## src/rtl/sd_write.sv

```systemverilog
// SPI-mode SD single-block write engine (CMD24): command, R1, token, 512 data bytes, CRC,
// data response and busy poll. Define SD_WR_CRC16_EN to send a real CRC16-CCITT over the data.
module sd_write #(
    parameter int CLK_DIV   = 2,
    parameter int ADDR_BYTE = 0,
    parameter int R1_MAX    = 8,
    parameter int BUSY_MAX  = 65535
) (
    input  logic        clk,
    input  logic        rst_n,
    input  logic        init_o,
    input  logic        wr_req,
    input  logic [31:0] wr_addr,
    input  logic [7:0]  wr_data,
    output logic        wr_data_req,
    output logic        wr_busy,
    output logic        wr_done,
    output logic        wr_err,
    output logic [2:0]  wr_status,
    input  logic        SD_MISO,
    output logic        SD_MOSI,
    output logic        SD_CSn,
    output logic        SD_CK
);

    typedef enum logic [3:0] {
        S_IDLE, S_CMD, S_R1, S_GAP, S_TOKEN, S_DATA, S_CRC, S_RESP, S_BUSY, S_ERR, S_TAIL
    } state_t;

    localparam logic [2:0] ST_OK      = 3'd0;
    localparam logic [2:0] ST_R1_TO   = 3'd1;
    localparam logic [2:0] ST_R1_BAD  = 3'd2;
    localparam logic [2:0] ST_CRC     = 3'd3;
    localparam logic [2:0] ST_WRITE   = 3'd4;
    localparam logic [2:0] ST_BUSY_TO = 3'd5;

    state_t      state_q, state_d;
    logic [31:0] arg_q, arg_in;
    logic [15:0] cnt_q, cnt_d;
    logic [9:0]  data_cnt_q, data_cnt_d;
    logic [2:0]  status_q, status_d;
    logic [7:0]  data_buf_q;
    logic        data_cap_q;
    logic        req_q, req_d;
    logic        busy_q, done_q, err_q, csn_q;
    logic        accept, finish;

    logic        active_q, half_q, sck_q;
    logic [7:0]  div_q;
    logic [2:0]  bit_q;
    logic [7:0]  tx_q, rx_q;
    logic        tick, byte_end, load;
    logic [7:0]  load_byte;
    logic [7:0]  crc_hi, crc_lo;

    assign arg_in   = (ADDR_BYTE != 0) ? {wr_addr[22:0], 9'd0} : wr_addr;
    assign tick     = active_q && (div_q == 8'(CLK_DIV - 1));
    assign byte_end = tick && half_q && (bit_q == 3'd7);

    function automatic logic [7:0] cmd_byte(input logic [2:0] idx, input logic [31:0] arg);
        case (idx)
            3'd0:    cmd_byte = 8'h58;
            3'd1:    cmd_byte = arg[31:24];
            3'd2:    cmd_byte = arg[23:16];
            3'd3:    cmd_byte = arg[15:8];
            3'd4:    cmd_byte = arg[7:0];
            default: cmd_byte = 8'hFF;
        endcase
    endfunction

    // The next byte is chosen on the clk its predecessor ends, so bytes run back-to-back.
    always_comb begin
        // NOTE: every combinational output gets a default first, so no path can infer a latch.
        state_d    = state_q;
        cnt_d      = cnt_q;
        data_cnt_d = data_cnt_q;
        status_d   = status_q;
        load       = 1'b0;
        load_byte  = 8'hFF;
        req_d      = 1'b0;
        accept     = 1'b0;
        finish     = 1'b0;
        case (state_q)
            S_IDLE: if (wr_req && init_o) begin
                accept    = 1'b1;
                state_d   = S_CMD;
                load      = 1'b1;
                load_byte = 8'h58;
                cnt_d     = '0;
                status_d  = ST_OK;
            end
            S_CMD: if (byte_end) begin
                load = 1'b1;
                if (cnt_q == 16'd5) begin
                    state_d = S_R1;
                    cnt_d   = '0;
                end else begin
                    load_byte = cmd_byte(cnt_q[2:0] + 3'd1, arg_q);
                    cnt_d     = cnt_q + 16'd1;
                end
            end
            S_R1: if (byte_end) begin
                if (!rx_q[7]) begin
                    if (rx_q == 8'h00) begin
                        state_d = S_GAP;
                        load    = 1'b1;
                    end else begin
                        state_d  = S_ERR;
                        status_d = ST_R1_BAD;
                    end
                end else if (cnt_q == 16'(R1_MAX - 1)) begin
                    state_d  = S_ERR;
                    status_d = ST_R1_TO;
                end else begin
                    load  = 1'b1;
                    cnt_d = cnt_q + 16'd1;
                end
            end
            S_GAP: if (byte_end) begin
                state_d   = S_TOKEN;
                load      = 1'b1;
                load_byte = 8'hFE;
                req_d     = 1'b1;
            end
            S_TOKEN: if (byte_end) begin
                state_d    = S_DATA;
                load       = 1'b1;
                load_byte  = data_buf_q;
                data_cnt_d = '0;
                req_d      = 1'b1;
            end
            S_DATA: if (byte_end) begin
                load = 1'b1;
                if (data_cnt_q == 10'd511) begin
                    state_d   = S_CRC;
                    load_byte = crc_hi;
                    cnt_d     = '0;
                end else begin
                    load_byte  = data_buf_q;
                    data_cnt_d = data_cnt_q + 10'd1;
                    req_d      = (data_cnt_q < 10'd510);
                end
            end
            S_CRC: if (byte_end) begin
                load = 1'b1;
                if (cnt_q == 16'd0) begin
                    load_byte = crc_lo;
                    cnt_d     = 16'd1;
                end else begin
                    state_d = S_RESP;
                end
            end
            S_RESP: if (byte_end) begin
                case (rx_q[4:0])
                    5'h05: begin
                        state_d = S_BUSY;
                        load    = 1'b1;
                        cnt_d   = '0;
                    end
                    5'h0B: begin
                        state_d  = S_ERR;
                        status_d = ST_CRC;
                    end
                    default: begin
                        state_d  = S_ERR;
                        status_d = ST_WRITE;
                    end
                endcase
            end
            S_BUSY: if (byte_end) begin
                if (rx_q == 8'hFF) begin
                    state_d = S_TAIL;
                    load    = 1'b1;
                end else if (cnt_q == 16'(BUSY_MAX - 1)) begin
                    state_d  = S_ERR;
                    status_d = ST_BUSY_TO;
                end else begin
                    load  = 1'b1;
                    cnt_d = cnt_q + 16'd1;
                end
            end
            S_ERR: begin
                state_d = S_TAIL;
                load    = 1'b1;
            end
            S_TAIL: if (byte_end) begin
                state_d = S_IDLE;
                finish  = 1'b1;
            end
            default: state_d = S_IDLE;
        endcase
    end

    // NOTE: sequential state uses non-blocking assignments only, so every register sees pre-edge values.
    always_ff @(posedge clk or negedge rst_n) begin
        if (!rst_n) begin
            state_q    <= S_IDLE;
            arg_q      <= '0;
            cnt_q      <= '0;
            data_cnt_q <= '0;
            status_q   <= ST_OK;
            req_q      <= 1'b0;
            data_cap_q <= 1'b0;
            busy_q     <= 1'b0;
            done_q     <= 1'b0;
            err_q      <= 1'b0;
            csn_q      <= 1'b1;
        end else begin
            state_q    <= state_d;
            cnt_q      <= cnt_d;
            data_cnt_q <= data_cnt_d;
            status_q   <= status_d;
            if (accept) arg_q <= arg_in;
            req_q      <= req_d;
            data_cap_q <= req_q;
            busy_q     <= accept | (busy_q & ~finish);
            done_q     <= finish && (status_q == ST_OK);
            err_q      <= finish && (status_q != ST_OK);
            csn_q      <= (state_d == S_IDLE) || (state_d == S_ERR) || (state_d == S_TAIL);
        end
    end

    // NOTE: the data byte buffer is pure datapath, rewritten before every use, so it carries no reset.
    always_ff @(posedge clk) begin
        if (data_cap_q) data_buf_q <= wr_data;
    end

    // Mode-0 byte engine: MOSI is tx_q[7]; it shifts on the falling edge, MISO samples on the rising edge.
    always_ff @(posedge clk or negedge rst_n) begin
        if (!rst_n) begin
            active_q <= 1'b0;
            half_q   <= 1'b0;
            sck_q    <= 1'b0;
            div_q    <= '0;
            bit_q    <= '0;
            tx_q     <= 8'hFF;
            rx_q     <= 8'hFF;
        end else if (load) begin
            active_q <= 1'b1;
            half_q   <= 1'b0;
            sck_q    <= 1'b0;
            div_q    <= '0;
            bit_q    <= '0;
            tx_q     <= load_byte;
        end else if (tick) begin
            div_q <= '0;
            if (!half_q) begin
                sck_q  <= 1'b1;
                half_q <= 1'b1;
                rx_q   <= {rx_q[6:0], SD_MISO};
            end else begin
                sck_q  <= 1'b0;
                half_q <= 1'b0;
                if (bit_q == 3'd7) begin
                    active_q <= 1'b0;
                    tx_q     <= 8'hFF;
                end else begin
                    bit_q <= bit_q + 3'd1;
                    tx_q  <= {tx_q[6:0], 1'b1};
                end
            end
        end else if (active_q) begin
            div_q <= div_q + 8'd1;
        end
    end

`ifdef SD_WR_CRC16_EN
    logic [15:0] crc_q;

    function automatic logic [15:0] crc16_step(input logic [15:0] crc, input logic [7:0] d);
        logic [15:0] c;
        c = crc;
        for (int i = 7; i >= 0; i--) begin
            c = {c[14:0], 1'b0} ^ ((c[15] ^ d[i]) ? 16'h1021 : 16'h0000);
        end
        return c;
    endfunction

    always_ff @(posedge clk or negedge rst_n) begin
        if (!rst_n) begin
            crc_q <= '0;
        end else if (load && state_d == S_TOKEN) begin
            crc_q <= '0;
        end else if (load && state_d == S_DATA) begin
            crc_q <= crc16_step(crc_q, load_byte);
        end
    end

    assign crc_hi = crc_q[15:8];
    assign crc_lo = crc_q[7:0];
`else
    assign crc_hi = 8'hFF;
    assign crc_lo = 8'hFF;
`endif

    assign wr_data_req = req_q;
    assign wr_busy     = busy_q;
    assign wr_done     = done_q;
    assign wr_err      = err_q;
    assign wr_status   = status_q;
    assign SD_MOSI     = tx_q[7];
    assign SD_CSn      = csn_q;
    assign SD_CK       = sck_q;

endmodule

```

## config.mk

```make
export PLATFORM = sky130hd
export DESIGN_NAME = sd_write
export DESIGN_NICKNAME = d
export VERILOG_FILES = /design/src/rtl/sd_write.sv
export SDC_FILE = /design/constraint.sdc
export NUM_CORES = 1
export LEC_CHECK = 0
export BUFFER_PORTS_ARGS = -buffer_cell sky130_fd_sc_hd__buf_2
export CAP_MARGIN = 20
export CORE_ASPECT_RATIO = 1.4
export CORE_MARGIN = 5
export CORE_UTILIZATION = 51
export CTS_CLUSTER_DIAMETER = 80
export DETAILED_ROUTE_END_ITERATION = 7
export PLACE_DENSITY = 0.73
export SYNTH_ARGS = -nofsm -noshare
export SYNTH_HDL_FRONTEND = slang
export SYNTH_SLANG_ARGS = --single-unit
```

## constraint.sdc

```tcl
create_clock -name clk -period 4.4 [get_ports clk]
set_clock_uncertainty 0.2 [all_clocks]
set_input_delay 0.66 -clock clk [delete_from_list [all_inputs] [get_ports clk]]
set_output_delay 0.66 -clock clk [all_outputs]
set_load 0.005 [all_outputs]
```

# Word-level counts from Yosys, hierarchy flattened
# Cells that the tools add are included.
[word_totals] word_cells=201 register_bits=108 inputBits=45 out_inout_bits=10
[op_classes] bitwise=5 mux=95 n_reduce_logical=31 eq_ne=46 n_lt_le_gt_ge=1 n_addsub=5
[ops] cell="2-to-1 mux 16 bit" count=15
[ops] cell="case mux 16 bit (7 select lines)" count=1
[ops] cell="2-to-1 mux 8 bit" count=13
[ops] cell="case mux 8 bit (5 select lines)" count=2
[ops] cell="2-to-1 mux 4 bit" count=18
[ops] cell="case mux 4 bit (11 select lines)" count=1
[ops] cell="2-to-1 mux 3 bit" count=13
[ops] cell="inequality test 2 bit, second input constant" count=19
[ops] cell="== test 16 x 3 -> 1 bit, second input constant" count=2
[ops] cell="2-to-1 mux 10 bit" count=3
[ops] cell="2-to-1 mux 1 bit" count=24
[ops] cell="== test 4 bit, second input constant" count=5
[ops] cell="case mux 10 bit (2 select lines)" count=1
[ops] cell="adder 16 x 1 -> 16 bit, second input constant" count=1
[ops] cell="== test 16 bit, second input constant" count=1
[ops] cell="== test 4 x 3 -> 1 bit, second input constant" count=4
[ops] cell="logical NOT 16 bit" count=1
[ops] cell="AND reduction 15 bit" count=1
[ops] cell="case mux 3 bit (4 select lines)" count=1
[ops] cell="adder 10 x 1 -> 10 bit, second input constant" count=1
[ops] cell="== test 10 x 9 -> 1 bit, second input constant" count=1
[ops] cell="< comparator 10 x 9 -> 1 bit, second input constant" count=1
[ops] cell="AND reduction 10 bit" count=1
[ops] cell="AND reduction 3 bit" count=3
[ops] cell="other kinds (31)" count=50

# Depth between registers and ports, before layout
# Gate-level depths: netlist of the first run.
[logic_depth] depth_word=9 ltp_mapped=11 depth_no_buf=9

# Worst setup path before layout of the first run
# OpenSTA, ideal clock, no wires.
[synth_timing] kind="reg2reg" start="register bit_q[0]" end="register csn_q (netlist: SD_CSn)" arrival_ns=2.295 n_path_buf=0 t_required_ns=4.119 setup_time_ns=0.081 synth_period_minus_slack_ns=2.577 setup_slack_ns=1.823 stages_incl_launch_ff=10 path_cell_list="dfrtp_1 > ha_1 > ha_1 > and2_1 > nand3_1 > a21oi_1 > or4b_2 > a22oi_1 > a21oi_1 > a211oi_2"
[synth_via] elab_chain_len=7 word_cells_on_any_way=17 classes_between="3 x eq/ne; 10 x mux; 4 x reduce/logical"
[synth_lines] item="start, declared" line="50" text="logic [2:0] bit_q;"
[synth_lines] item="start signal, assigned" line="258" text="bit_q <= bit_q + 3'd1;"
[synth_lines] item="== test 3 bit *" line="58" text="assign byte_end = tick && half_q && (bit_q == 3'd7);"
[synth_lines] item="logical AND 1 bit *" line="58"
[synth_lines] item="2-to-1 mux 4 bit (tied with other cells)" line="186" text="S_TAIL: if (byte_end) begin"
[synth_lines] item="case mux 4 bit (11 select lines) *" line="83" text="case (state_q)"
[synth_lines] item="net state_d[3]" line="37" text="state_t state_q, state_d;"
[synth_lines] item="== test 4 bit or logical NOT 4 bit (tied branches)" line="219" text="csn_q <= (state_d == S_IDLE) || (state_d == S_ERR) || (state_d == S_TAIL);"
[synth_lines] item="logical OR 1 bit" line="219"
[synth_lines] item="logical OR 1 bit *" line="219"
[synth_lines] item="end signal, assigned" line="219"
[synth_lines] item="end, declared" line="45" text="logic busy_q, done_q, err_q, csn_q;"
# The timed path passes the listed nets; every way through them passes the cells marked *.
# A chain may end at the register's enable or synchronous reset.

# Worst setup path after layout of the first run
[layout_timing] start="register state_q[0]" end="register tx_q[0]"
[layout_via] elab_chain_len=5 word_cells_on_any_way=17 classes_between="9 x eq/ne; 3 x mux; 5 x reduce/logical"
[layout_lines] item="start, declared" line="37"
[layout_lines] item="start signal, assigned" line="209" text="state_q <= state_d;"
[layout_lines] item="== test 4 x 3 -> 1 bit (tied with other cells)" line="83"
[layout_lines] item="OR reduction 5 bit (no line)"
[layout_lines] item="case mux 1 bit (6 select lines)" line="83"
[layout_lines] item="nonzero test 2 bit (no line)"
[layout_lines] item="AND reduction 2 bit (no line)"
[layout_lines] item="end signal, assigned" line="244" text="tx_q <= load_byte;"
[layout_lines] item="end signal, assigned" line="259" text="tx_q <= {tx_q[6:0], 1'b1};"
[layout_lines] item="end, declared" line="51" text="logic [7:0] tx_q, rx_q;"
# Several ways; a longest one is shown, not always the timed one.

==> results of run 1 <==
[flip-flops by register name, summed over array words and instances (netlist names), 3 cells and up]
signal      count
wr_status       3
arg_q          32
div_q           8
data_buf_q      8
data_cnt_q     10
cnt_q          16
bit_q           3
rx_q            8
tx_q            8
state_q         4
[Yosys cell counts, drive strengths merged, types with 11 or more instances]
library cell  count
clkbuf           18
mux2             11
inv              16
ha               12
buf              14
o21ai            55
dfstp            17
nand3            16
nor2             51
o31ai            17
dfrtp            83
a21oi            17
nand2           138
[power by group]
part | internal [W] | switching (W)
combinational | 0.0000191 | 0.0000266
clock | 0.000539 | 0.000364
sequential | 0.00101 | 0.00000502
total | 0.00157 | 0.000396
[metrics by stage]
| step | utilization | power [W] | instance area [sq um] | hold WS (ps) |
|---|---|---|---|---|
| final | 0.5897 | 0.001964 | 6441 | 179.5 |
| after CTS | 0.5897 | 0.001980 | 6441 | 198.6 |
| after global placement | 0.5588 | 0.001079 | 6103 | 239.9 |
| after detailed placement | 0.5588 | 0.001081 | 6103 | 212.7 |
| after global routing | 0.5897 | 0.002030 | 6441 | 236.1 |
| after floorplan | - | 0.001038 | 5728 | 164.4 |
[kinds of logic after synthesis]
| group | share of synthesized area |
|---|---|
| and+or+nand+nor | 0.2318 |
| AOI/OAI and AO/OA | 0.1743 |
| DFF | 0.4825 |
| buffers and inverters | 0.03517 |
| muxes | 0.02862 |
| xor gates and xnor gates | 0.02141 |
| adders and majority gates | 0.02621 |
[cell usage in the layout, fill, tap and decap left out, types with 5 or more instances in the layout]
master / count
nand2_1: 138
a21oi_1: 17
buf_4: 10
nor2b_1: 6
a21o_1: 9
clkbuf_16: 10
inv_1: 15
nand3_1: 16
nor2_1: 51
mux2_2: 11
ha_1: 12
dfstp_2: 17
o21ai_0: 53
xor2_1: 10
o31ai_1: 16
nand2b_1: 8
or3_1: 8
buf_2: 53
a222oi_1: 8
nor4_1: 7
and3_1: 10
and2_1: 5
edfxtp_1: 8
a31oi_1: 6
nor3_1: 9
dfrtp_1: 83
a32oi_1: 8
nand4_1: 10
[critical path: cells and delay by family, from the launching register on]
family | cells | cell delay (ps)
buffers and inverters | 3 | 840
AO/OA/AOI/OAI | 2 | 370
flip-flops | 1 | 720
AND/OR/NAND/NOR | 4 | 940
[layout make-up]
cell class | count | area [sq um] | area share
flip-flops and latches | 108 | 2764 | 0.4291
clock buffers | 12 | 257.7 | 0.04002
multi-input cells | 470 | 2763 | 0.4289
repair buffers | 63 | 340.3 | 0.05284
clock inverters | 4 | 80.08 | 0.01243
inverters | 16 | 60.06 | 0.009324
well taps | 141 | 176.4 | 0.02739
[worst max-delay path by stage]
stage               startpoint  endpoint  slack, ps  cells past startpoint
finish              state_q[0]   tx_q[0]       1250                      9
global route        state_q[0]   tx_q[0]        950                      9
CTS                   bit_q[0]  cnt_q[9]       1220                     10
detailed placement    bit_q[0]  cnt_q[9]       1240                     10
global placement    state_q[3]   tx_q[0]       1340                      9
floorplan             bit_q[0]    SD_CSn       1820                      9
[routing by layer]
layer  routed length (microns)  vias up
met5                         0        -
met4                       404        0
met3                       714       27
met2                      6730      161
met1                      5644     2311
li1                          -     2313
==> metrics.yaml, run 1 <==
outcome: "complete, no violations"
dp.cells: 798
grt_max_degree: 62
synth_cells: 626
die_h_microns: 135.4
ys_seq_elements: 108
drt_iter0_drc: 338
end_kind: "register"
use_met3: 0.03864
yosys.area.top_type: "dfrtp_1"
drive_above_1_share: 0.1738
die_x_microns: 99.57
cts_tree: "yes"
post_cts_buffers: 0
slew_headroom: 0.4019
fin_cells: 814
initial_core_util: 0.5244
min_period_over_period: 0.7168
drc_errors: 0
io_buffers: 54
hold_viol: 0
slew_violations: 0
worstReg2RegStart: "state_q[0]"
via_count: 4812
area_growth_pct: 12.45
seq_area_frac_synth: 0.4825
critPathMaxFanout: 34
cpPeakStageDelay_ps: 720
ys.flop_type: "dfrtp_1"
fmax_mhz: 317.1
cts_root_buf: "clkbuf_16"
slowest_stage: "dfrtp_1"
clock-sinks: 108
grt_overflow: 0
avgRoutedWirePerCell_microns: 16.58
min_path_type: "primary input to asynchronous set/reset pin"
critPathLaunchType: "register"
core_sq_mm: 0.01092
grt_busiest_layer: "met2"
gr-usage-met1: 0.2604
postSynthAreaPerCell_sq_um: 9.150
r2r_end: "tx_q[0]"
num-fill-cells: 980
io_pins: 55
cts_buffer_depth: 2
ir_worst_vdd_mv: 0.2360
syn_nets: 683
grt_pass1_vias: 4757
grt_first_pass_wirelength_microns: 22680
firstDrtPassIters: 6
htree_levels: 3
synth.distinct_cells: 60
post_cts_resized: 0
criticalPathCategory: "register to register"
yosysTopAreaCellShare: 0.3626
async_reset_ff_frac: 0.9259
setup_viol: 0
finalWorstSetupSlack_ps: 1246
routed_wl_microns: 13490
clk_pin_slew_ps: 70
timing.critical_path.cells: "nor2_1 -> nand4_1 -> buf_4 -> inv_2 -> a311oi_1 -> buf_4 -> nor2b_1 -> nor2b_1 -> a31oi_1"
setup_tns_ps: 0
synthTopCellsByArea: "dfrtp_1 (36%), nand2_1 (9.0%), dfstp_2 (7.8%)"
numCtsBuffers: 9
ant_nets: 0
gr-usage-all-layers: 0.2076
p_leak_nw: 2.994
critPathArrivalTime_ps: 3220
r2r_slack_ps: 1250
maxCapViolations: 0
p_per_area_mw_per_mm2: 304.9
viasPerCell: 5.912
synth-edff-count: 8
routabilityCongestion: 0.8867
rsz0062_at_grt: "no"
dieArea_sq_mm: 0.01348
ctsHoldBuffers: 0
met2_usage: 0.3483
ys_warn_count: 0
fin_crit_ps: 3154
required_ps: 4460
place_ws_ps: 1242
rr_worst_depth: 9
worst_pin_slew_ps: 891.1
synthesis.area_sq_mm: 0.005728
dpl.hpwl_microns: 9870
worstSkewPairLatency_ps: 350
fp-row-count: 45
antenna_found_initial: 0
diodes: 0
final_nets: 725
Note: power is estimated with default switching activity, not from simulation.
==> run 2, diff against run 1 <==
--- a/config.mk
+++ b/config.mk
@@ -12,7 +12,7 @@
 export CORE_UTILIZATION = 51
 export CTS_CLUSTER_DIAMETER = 80
 export DETAILED_ROUTE_END_ITERATION = 7
-export PLACE_DENSITY = 0.73
+export PLACE_DENSITY = 0.76
 export SYNTH_ARGS = -nofsm -noshare
 export SYNTH_HDL_FRONTEND = slang
 export SYNTH_SLANG_ARGS = --single-unit
==> constraint.sdc (replaced) <==
create_clock -name clk -period 2.8 [get_ports clk]
set_clock_uncertainty 0.2 [all_clocks]
set_input_delay 0.42 -clock clk [delete_from_list [all_inputs] [get_ports clk]]
set_output_delay 0.42 -clock clk [all_outputs]
set_load 0.005 [all_outputs]
==> run 2 against run 1 <==
Net effect:
- total power grew 52%
- global-route usage grew 0.97 points
- first-iteration DRC count shrank 10%
- via count grew 2.8%
- die area is the same
- critical path type unchanged
==> metrics.yaml, run 2 (synthesis results as in run 1) <==
outcome: "complete, no violations"
required_ps: 2870  # -1590 ps
hold_viol: 0  # unchanged
cts_tree: "yes"
use_met3: 0.04173  # +0.003091
min_period_over_period: 0.9471  # +0.2303
grt_busiest_layer: "met2"
end_kind: "register"
fin_crit_ps: 2652  # -502.1 ps
via_count: 4947  # +2.8%
final_nets: 755  # +4.1%
seqPwrFrac: 0.533  # +0.016
clock-sinks: 108  # unchanged
avgRoutedWirePerCell_microns: 16.65  # +0.44%
io_pins: 55  # unchanged
place_area_sq_mm: 0.006346  # +4.0%
fin_area_sq_mm: 0.006685  # +3.8%
drc_errors: 0  # unchanged
cts_buffer_depth: 2  # unchanged
setup_tns_ps: 0  # unchanged
num-fill-cells: 983  # +0.31%
top_register: "arg_q"
p_per_area_mw_per_mm2: 447.8  # +47%
htree_levels: 3  # unchanged
top_regs: "arg_q (32), cnt_q (16), data_cnt_q (10)"
worstSkewPairLatency_ps: 350  # about the same
slew_violations: 0  # unchanged
area_growth_pct: 16.71
viasPerCell: 5.854  # -0.97%
worst_pin_slew_ps: 781.1  # -110.0 ps
dieArea_sq_mm: 0.01348  # unchanged
place_ws_ps: 74.66  # -1167 ps
grt_pass1_vias: 4984  # +4.8%
grt_max_degree: 72  # +16%
p_leak_nw: 3.143  # +5.0%
largest_register_ffs: 32  # unchanged
r2r_slack_ps: 150  # -1100 ps
fp-row-count: 45  # unchanged
critPathLaunchType: "register"
grt_first_pass_wirelength_microns: 23850  # +5.1%
power.internal_w: 0.002328  # +48%
initial_core_util: 0.5244  # unchanged
hold_ws_ps: 40.36  # -139.2 ps
slew_headroom: 0.4753  # +0.07331
rsz0062_at_grt: "no"
drive_above_1_share: 0.2148  # +0.04095
post_cts_buffers: 0  # unchanged
io_buffers: 54  # unchanged
gr-usage-all-layers: 0.2173  # +0.009682
antenna_found_initial: 0  # unchanged
ir_worst_vdd_mv: 0.3889  # +65%
fin_cells: 845  # +3.8%
critPathMaxFanout: 8  # -76%
combPwrFrac: 0.026  # +0.003
switching_power_w: 0.0006652  # +68%
switching_share: 0.2222  # +0.02071
grt_overflow: 0  # unchanged
dp.cells: 827  # +3.6%
die_x_microns: 99.57  # unchanged
fmax_mhz: 377.1  # +19%
mostFrequentLayoutCells: "nand2_1 (138), dfrtp_1 (83), buf_2 (53), o21ai_0 (52), nor2_1 (51)"
criticalPathCategory: "register to register"
clk_pin_slew_ps: 80  # about the same
setup_viol: 0  # unchanged
numCtsBuffers: 9  # unchanged
pwr-share-clk: 0.442  # -0.018
final_common_cell: "nand2_1"
finalWorstSetupSlack_ps: 148.0  # -1098 ps
drt_iter0_drc: 303  # -10%
cts_root_buf: "clkbuf_16"
core_sq_mm: 0.01092  # unchanged
firstDrtPassIters: 5  # -1
ant_nets: 0  # unchanged
routabilityCongestion: 1.047  # +18%
critPathArrivalTime_ps: 2720  # -500 ps
die_h_microns: 135.4  # unchanged
min_path_type: "primary input to register"
dpl.hpwl_microns: 10210  # +3.5%
gr-usage-met1: 0.2728  # +0.01243
routed_wl_microns: 14070  # +4.3%
met2_usage: 0.3752  # +0.02691
maxCapViolations: 0  # unchanged
run 2: cell count changes in the layout (fill, tap and decap cells not counted), sizes merged:
cell and change:
clkinvlp +2, bufinv -1, buf +29, diode +1, inv +2, dlygate4sd3 +1
clkbuf -3
run 2: cell type report:
type                            instances  area [sq um]  share of cell area
Sequential cell                       108          2764              0.4134
Antenna cell                            1         2.502           0.0003743
Clock inverter                          7         82.58             0.01235
Inverter                               16         60.06            0.008984
Multi-Input combinational cell        470          2781              0.4161
Clock buffer                            9         225.2             0.03369
Tap cell                              141         176.4             0.02639
Timing Repair Buffer                   93         593.1             0.08871
run 2: timing repair:
item	in CTS	in global routing
hold buffers	1	0
endpoints found under the setup margin	0	22
endpoints found under the hold margin	29	0
resized for setup	0	4
run 2: worst max-delay path, cell delays in order (launching register included):
cell and delay [ps]:
dfrtp_1 400, ha_1 210, ha_1 180, and2_1 170, and3_1 300, buf_4 220, nand2_1 70, nand2_1 80
a311oi_4 380, xnor2_1 130, a211oi_2 230
run 2: path summary, 6_finish.rpt:
path | from | endpoint | cells past startpoint
setup / recovery | bit_q[0] | SD_CSn | 10
hold / removal | wr_data[3] | data_buf_q[3] | 1
setup reg to reg | bit_q[0] | SD_CSn | 10
hold reg to reg | wr_data_req | data_cap_q | 0
max in group asynchronous | rst_n | tx_q[0] | 3
min in group asynchronous | rst_n | data_cnt_q[8] | 2
run 2: stage by stage:
stage          power, W    util
2_1_floorplan  0.001632       -
3_5_place_dp   0.001702  0.5810
4_1_cts        0.003008  0.6101
6_report       0.002993  0.6120
5_1_grt        0.003084  0.6118
3_3_place_gp   0.001700  0.5810
run 2: per-layer routing:
metal | vias up | part of all wire
met4 | 0 | 0.022
met1 | 2365 | 0.41
li1 | 2375 | -
met3 | 34 | 0.059
met2 | 173 | 0.51
met5 | - | 0
run 2: power by group through the flow:
stage / registers (W) / clock network (W) / logic (W)
2_1_floorplan: 0.00162 / 0 / 0.00000998
3_3_place_gp: 0.00162 / 0 / 0.0000767
3_5_place_dp: 0.00162 / 0 / 0.0000776
4_1_cts: 0.00159 / 0.00133 / 0.0000793
5_1_grt: 0.00160 / 0.00140 / 0.0000887
6_report: 0.00159 / 0.00132 / 0.0000765
